File: config.mk
export PLATFORM = sky130hd
export DESIGN_NAME = sprite_mover
export DESIGN_NICKNAME = d
export VERILOG_FILES = /design/src/rtl/sprite_pkg.sv /design/src/rtl/sprite_raster.sv /design/src/rtl/sprite_mover.sv
export SDC_FILE = /design/constraint.sdc
export NUM_CORES = 1
export LEC_CHECK = 0
export BUFFER_PORTS_ARGS = -buffer_cell sky130_fd_sc_hd__buf_2
export CORE_MARGIN = 8
export CORE_UTILIZATION = 35
export CTS_BUF_LIST = sky130_fd_sc_hd__clkbuf_2
export DETAILED_ROUTE_END_ITERATION = 12
export GPL_TIMING_DRIVEN = 0
export PLACE_DENSITY = 0.53
export SYNTH_ARGS = -nofsm -noshare
export SYNTH_HDL_FRONTEND = slang
export SYNTH_SLANG_ARGS = --single-unit
File: constraint.sdc
create_clock -name clk -period 5.7 [get_ports clk]
set_clock_uncertainty 0.05 [all_clocks]
set_input_delay 0.57 -clock clk [delete_from_list [all_inputs] [get_ports clk]]
set_output_delay 0.57 -clock clk [all_outputs]
set_load 0.02 [all_outputs]
File: src/rtl/sprite_pkg.sv
// sprite_pkg: shared colour, screen, edge-mode and pixel types for the sprite movers
package sprite_pkg;
  localparam int COLOUR_W = 3;
  localparam logic [COLOUR_W-1:0] BLACK = '0;
  localparam int SCREEN_W = 160;
  localparam int SCREEN_H = 120;
  typedef enum int {EDGE_CLAMP = 0, EDGE_REFUSE = 1} edge_mode_t;
  typedef enum logic [1:0] {IDLE, CLEAR, DRAW, FLUSH} state_t;
  typedef struct packed {
    logic valid;
    logic draw;
    logic [7:0] x;
    logic [6:0] y;
  } pixel_t;
endpackage

File: src/rtl/sprite_raster.sv
// sprite_raster: col/row/address scan plus the ROM-latency coordinate delay line
module sprite_raster
  import sprite_pkg::*;
#(
  parameter int SPRITE_W = 11,
  parameter int SPRITE_H = 10,
  parameter int ROM_LATENCY = 1,
  parameter int AW = 7
) (
  input  logic clk,
  input  logic reset,
  input  logic run,
  input  logic clear,
  input  logic [7:0] xBase,
  input  logic [6:0] yBase,
  output logic [AW-1:0] addr,
  output logic last,
  output pixel_t pix
);
  localparam int CW = $clog2(SPRITE_W + 1);
  localparam int RW = $clog2(SPRITE_H + 1);
  localparam logic [CW-1:0] COL_LAST = CW'(SPRITE_W - 1);
  localparam logic [RW-1:0] ROW_LAST = RW'(SPRITE_H - 1);
  logic [CW-1:0] col;
  logic [RW-1:0] row;
  pixel_t head;
  pixel_t [ROM_LATENCY-1:0] pipe, nxt;
  pixel_t [ROM_LATENCY:0] shifted;
  assign last = col == COL_LAST && row == ROW_LAST;
  assign head = {run, !clear, xBase + 8'(col), yBase + 7'(row)};
  assign shifted = {pipe, head};
  assign pix = pipe[ROM_LATENCY-1];
  // Clear pixels skip the ROM delay: they land straight in the output stage
  always_comb begin
    nxt = clear ? '0 : shifted[ROM_LATENCY-1:0];
    if (clear) nxt[ROM_LATENCY-1] = head;
  end
  always_ff @(posedge clk or negedge reset) begin
    if (!reset) begin
      col <= '0;
      row <= '0;
      addr <= '0;
      pipe <= '0;
    end else begin
      pipe <= nxt;
      if (run) begin
        col <= col == COL_LAST ? '0 : col + 1'b1;
        row <= col != COL_LAST ? row : row == ROW_LAST ? '0 : row + 1'b1;
        addr <= last ? '0 : addr + 1'b1;
      end
    end
  end
endmodule

File: src/rtl/sprite_mover.sv
// sprite_mover: owns one sprite's x position and streams its erase/redraw pixels to the VGA adapter
module sprite_mover
  import sprite_pkg::*;
#(
  parameter int X_SCREEN_PIXELS = SCREEN_W,
  parameter int Y_SCREEN_PIXELS = SCREEN_H,
  parameter int SPRITE_W = 11,
  parameter int SPRITE_H = 10,
  parameter int X_START = 73,
  parameter int Y_START = 105,
  parameter int STEP = 5,
  parameter int ROM_LATENCY = 1,
  parameter int EDGE_MODE = 0,
  parameter int AW = 7
) (
  input  logic clk,
  input  logic reset,
  input  logic start,
  input  logic left,
  input  logic right,
  input  logic [COLOUR_W-1:0] romData,
  output logic [AW-1:0] romAddr,
  output logic [7:0] xout,
  output logic [6:0] yout,
  output logic [COLOUR_W-1:0] colourOut,
  output logic drawEn,
  output logic busy,
  output logic done,
  output logic hitEdge,
  output logic [7:0] xPos
);
  localparam int XMAX = X_SCREEN_PIXELS - SPRITE_W;
  localparam int Y_TOP = Y_START + SPRITE_H > Y_SCREEN_PIXELS ? Y_SCREEN_PIXELS - SPRITE_H : Y_START;
  localparam bit REFUSE = EDGE_MODE == EDGE_REFUSE;
  state_t state;
  pixel_t pix;
  logic [7:0] target, leftNext, rightNext;
  logic [8:0] x9, rightTgt;
  logic [1:0] flushCnt;
  logic rasterLast, leftUnder, rightOver, goLeft, goRight;
  assign x9 = {1'b0, xPos};
  assign rightTgt = x9 + 9'(STEP);
  assign leftUnder = x9 < 9'(STEP);
  assign rightOver = rightTgt > 9'(XMAX);
  assign leftNext = leftUnder ? '0 : 8'(x9 - 9'(STEP));
  assign rightNext = rightOver ? 8'(XMAX) : rightTgt[7:0];
  assign goLeft = left && !right;
  assign goRight = right && !left;
  assign xout = pix.x;
  assign yout = pix.y;
  assign drawEn = pix.valid;
  assign colourOut = pix.valid && pix.draw ? romData : BLACK;
  sprite_raster #(
    .SPRITE_W(SPRITE_W), .SPRITE_H(SPRITE_H), .ROM_LATENCY(ROM_LATENCY), .AW(AW)
  ) raster (
    .clk(clk), .reset(reset),
    .run(state == CLEAR || state == DRAW), .clear(state == CLEAR),
    .xBase(xPos), .yBase(7'(Y_TOP)),
    .addr(romAddr), .last(rasterLast), .pix(pix)
  );
  // busy stays high through the done cycle, so IDLE with busy set just retires the pass
  always_ff @(posedge clk or negedge reset) begin
    if (!reset) begin
      state <= IDLE;
      xPos <= 8'(X_START);
      target <= 8'(X_START);
      flushCnt <= '0;
      busy <= 1'b0;
      done <= 1'b0;
      hitEdge <= 1'b0;
    end else begin
      done <= 1'b0;
      hitEdge <= 1'b0;
      case (state)
        IDLE:
          if (busy) busy <= 1'b0;
          else if (start) begin
            state <= DRAW;
            busy <= 1'b1;
          end else if (goLeft) begin
            if (leftUnder && REFUSE) hitEdge <= 1'b1;
            else if (leftNext != xPos) begin
              state <= CLEAR;
              busy <= 1'b1;
              target <= leftNext;
            end
          end else if (goRight) begin
            if (rightOver && REFUSE) hitEdge <= 1'b1;
            else if (rightNext != xPos) begin
              state <= CLEAR;
              busy <= 1'b1;
              target <= rightNext;
            end
          end
        CLEAR:
          if (rasterLast) begin
            state <= DRAW;
            xPos <= target;
          end
        DRAW:
          if (rasterLast) begin
            state <= FLUSH;
            flushCnt <= '0;
          end
        FLUSH:
          if (flushCnt == 2'(ROM_LATENCY - 1)) begin
            state <= IDLE;
            done <= 1'b1;
          end else flushCnt <= flushCnt + 1'b1;
        default: state <= IDLE;
      endcase
    end
  end
endmodule

==> metrics.txt <==
Worst setup EP type=register; Hold WC Path Type=in -> async; Synthesized Nets=342; clk buf depth=2; number of global-route vias before repair=2,319; DR vias/cell=4.968; num rows=34; worst-skew pair later-pin latency=0.47 ns; Final Hold Fails=0; Clock power frac=13.4%; Routed Antenna Nets=0; final cell count without fillers=475; unrepaired setup endpoints after global routing=no; Switching Share=41.46%; synth warn=0; CTS tree=built; largest net degree at the start of global routing=54; die area=12,180 µm²; Die Y=110.4 µm; IO buf count=43; Routed WL per cell=14.33 µm; Async SR Flop Fraction=100.0%; Final Cycle Share=46.50%; syn_area_per_cell=9.894 µm²; startpoint types=register; DP Wirelength=5.046 mm; CTS hold repair buffers=0; Seq/Total Area, Yosys=42.79%; post-CTS sizing=0; nets@finish=392; synthesized area=3117 µm²; WP data arrival=3.00 ns; P_int=0.7313 mW; CTS clk-pin slew, worst paths=0.30 ns; Critical Path Fanout Max=10; ratio of cells with drive above 1 in the final layout=25.96%; P_sw=0.5180 mW; CTS Root Buffer Type=clkbuf_2; Post-synth top flop=dfrtp_1; number of synthesized flops with an enable pin=0; area grow syn2layout=12.93%; WS Path Type=reg -> reg; detailed router's first-iteration violation count=119; Total GRT Usage=11.39%; synth top area cells=dfrtp_1 38%, ha_1 7.2%, dfstp_2 5.1%, buf_4 3.9%, mux2_2 3.3%; peak supply drop=139.4 µV; clk sink count=53; global-route wire length before repair=11.19 mm; PwrDens=355.0 nW/µm²; 1st-pass router iterations=4; Post-Synthesis Cells=315; max_cap viols=0; drt drc=0; area post-placement=3467 µm²; H-tree levels=2; Yosys cell types=57; minimum clock period=2.651 ns; Synth top area share=37.74%; total CTS buffers=5; combinational group share of total power=41.8%; Die Wd=110.4 µm; GR Overflow Total=0; TNS Setup=0 ns; final instance area=3520 µm²; maximum clock rate=377.3 MHz; largest area contributor in the netlist=dfrtp_1; setup violators final=0; final-report max-slew violation count=0; Worst EP required=6.05 ns; Placed Cells incl. Taps=466; GPL Wtd Cong=0.8277; antenna violations before repair=1; Seq cells post-synth=53; Routed WL=6.809 mm; Tightest Pin Transition=1.197 ns; vias post-DR=2,360; I/O Pins=45; Static Leak=1.721 nW; Max-slew headroom=20.20%; Post-CTS Setup Repair Bufs=0; status=complete, no violations; Core Area=8678 µm²; Reg power frac=44.7%; Starting Density=35.91%
power by group through the flow:
stage | logic, mW | registers, mW | clock network, mW
4_1_cts | 0.534 | 0.560 | 0.177
2_1_floorplan | 0.354 | 0.590 | 0
3_3_place_gp | 0.524 | 0.565 | 0
3_5_place_dp | 0.530 | 0.568 | 0
6_report | 0.523 | 0.559 | 0.168
5_1_grt | 0.587 | 0.574 | 0.191
kinds of logic (layout without fill, tap and decap cells):
family / after synthesis / in the layout / synth area share [%]
AO/OA/AOI/OAI: 68 / 68 / 15.30
XOR/XNOR: 17 / 17 / 4.777
adder cells (fa/ha/maj): 19 / 19 / 7.868
buffers and inverters: 54 / 105 / 8.992
flip-flops: 53 / 53 / 42.79
multiplexers: 18 / 18 / 6.142
other: 2 / 3 / 0.2410
AND/OR/NAND/NOR: 84 / 84 / 13.89
per-stage QoR:
step	worst slack [ns]	hold WS, ns	util [%]	total power, mW
floorplan	3.325	0.2244	-	0.9442
global placement	3.058	0.4164	39.95	1.088
detailed placement	3.088	0.4240	39.95	1.098
CTS	3.026	0.2611	40.53	1.271
global route	2.866	0.2926	40.56	1.351
finish	3.050	0.2280	40.56	1.249
Yosys cell counts (all sizes together), types with 4 or more instances:
master  count
buf        26
mux2i       9
xor2        7
nor2b       6
or3         4
o21ai      19
mux2        9
dfrtp      47
xnor2      10
inv        25
nor3        9
and3        6
a21o        4
a21oi       7
nand2      19
nand3       9
a31oi       6
o311ai      4
dfstp       6
ha         18
nor2       17
sequential cells by signal (all words and copies together) (netlist names):
name         count
raster.addr      7
flushCnt         2
state            2
raster.pix      16
raster.col       4
target           8
xPos             8
raster.row       4
done             1
busy             1
worst max-delay path: stages, from the launching register on:
cell and delay [ns]:
dfstp_2 0.63, buf_2 0.21, inv_1 0.08, ha_1 0.32, nor2b_1 0.08, o311ai_0 0.31, o211ai_1 0.19, a311o_1 0.41
a311oi_1 0.30
path summary, 6_finish.rpt:
check | startpoint | endpoint | slack (ns) | cells after the start
setup / recovery | xPos[0] | target[0] | 3.05 | 8
hold / removal | reset | xPos[7] | 0.23 | 1
setup reg to reg | xPos[0] | target[0] | 3.05 | 8
hold reg to reg | target[6] | target[6] | 0.46 | 2
max in group asynchronous | reset | raster.pix[13] | 4.63 | 1
min in group clk | start | state[1] | 0.42 | 3
per-layer routing:
layer / wire length [µm] / track usage (%) / share of wire [%]
met5: 0 / 0 / 0
met1: 3205 / 15.02 / 47
met4: 80 / 4.282 / 1.2
met2: 3218 / 18.47 / 47
met3: 304 / 1.686 / 4.5
final cells by class:
| cell class | count | area [µm²] |
|---|---|---|
| flip-flops and latches | 53 | 1334 |
| multi-input cells | 208 | 1503 |
| plain buffers | 29 | 186.4 |
| repair buffers | 43 | 215.2 |
| inverters | 25 | 93.84 |
| fillers | 876 | 5159 |
| clock inverters | 3 | 25.02 |
| well taps | 108 | 135.1 |
| clock buffers | 5 | 25.02 |
| diodes | 1 | 2.502 |
placed cells by master, fill, tap and decap left out, types with 3 or more instances in the layout:
master,synthesis,layout
nand3_1,9,9
xor2_1,7,7
o31ai_1,3,3
dfrtp_1,47,47
o311ai_0,3,3
nand4_1,3,3
o221ai_1,3,3
buf_4,16,16
xnor2_1,10,10
buf_2,8,51
clkbuf_2,0,5
dfstp_2,6,6
clkbuf_1,3,3
o21ai_0,18,18
a21o_1,4,4
nor2b_1,6,6
mux2i_1,9,9
inv_1,25,25
nand2_1,19,19
a21oi_1,7,7
nor3_1,9,9
o21a_1,3,3
and3_1,6,6
a31oi_1,6,6
mux2_2,9,9
ha_1,18,18
nor2_1,17,17
Power figures use the tool's default switching activity.
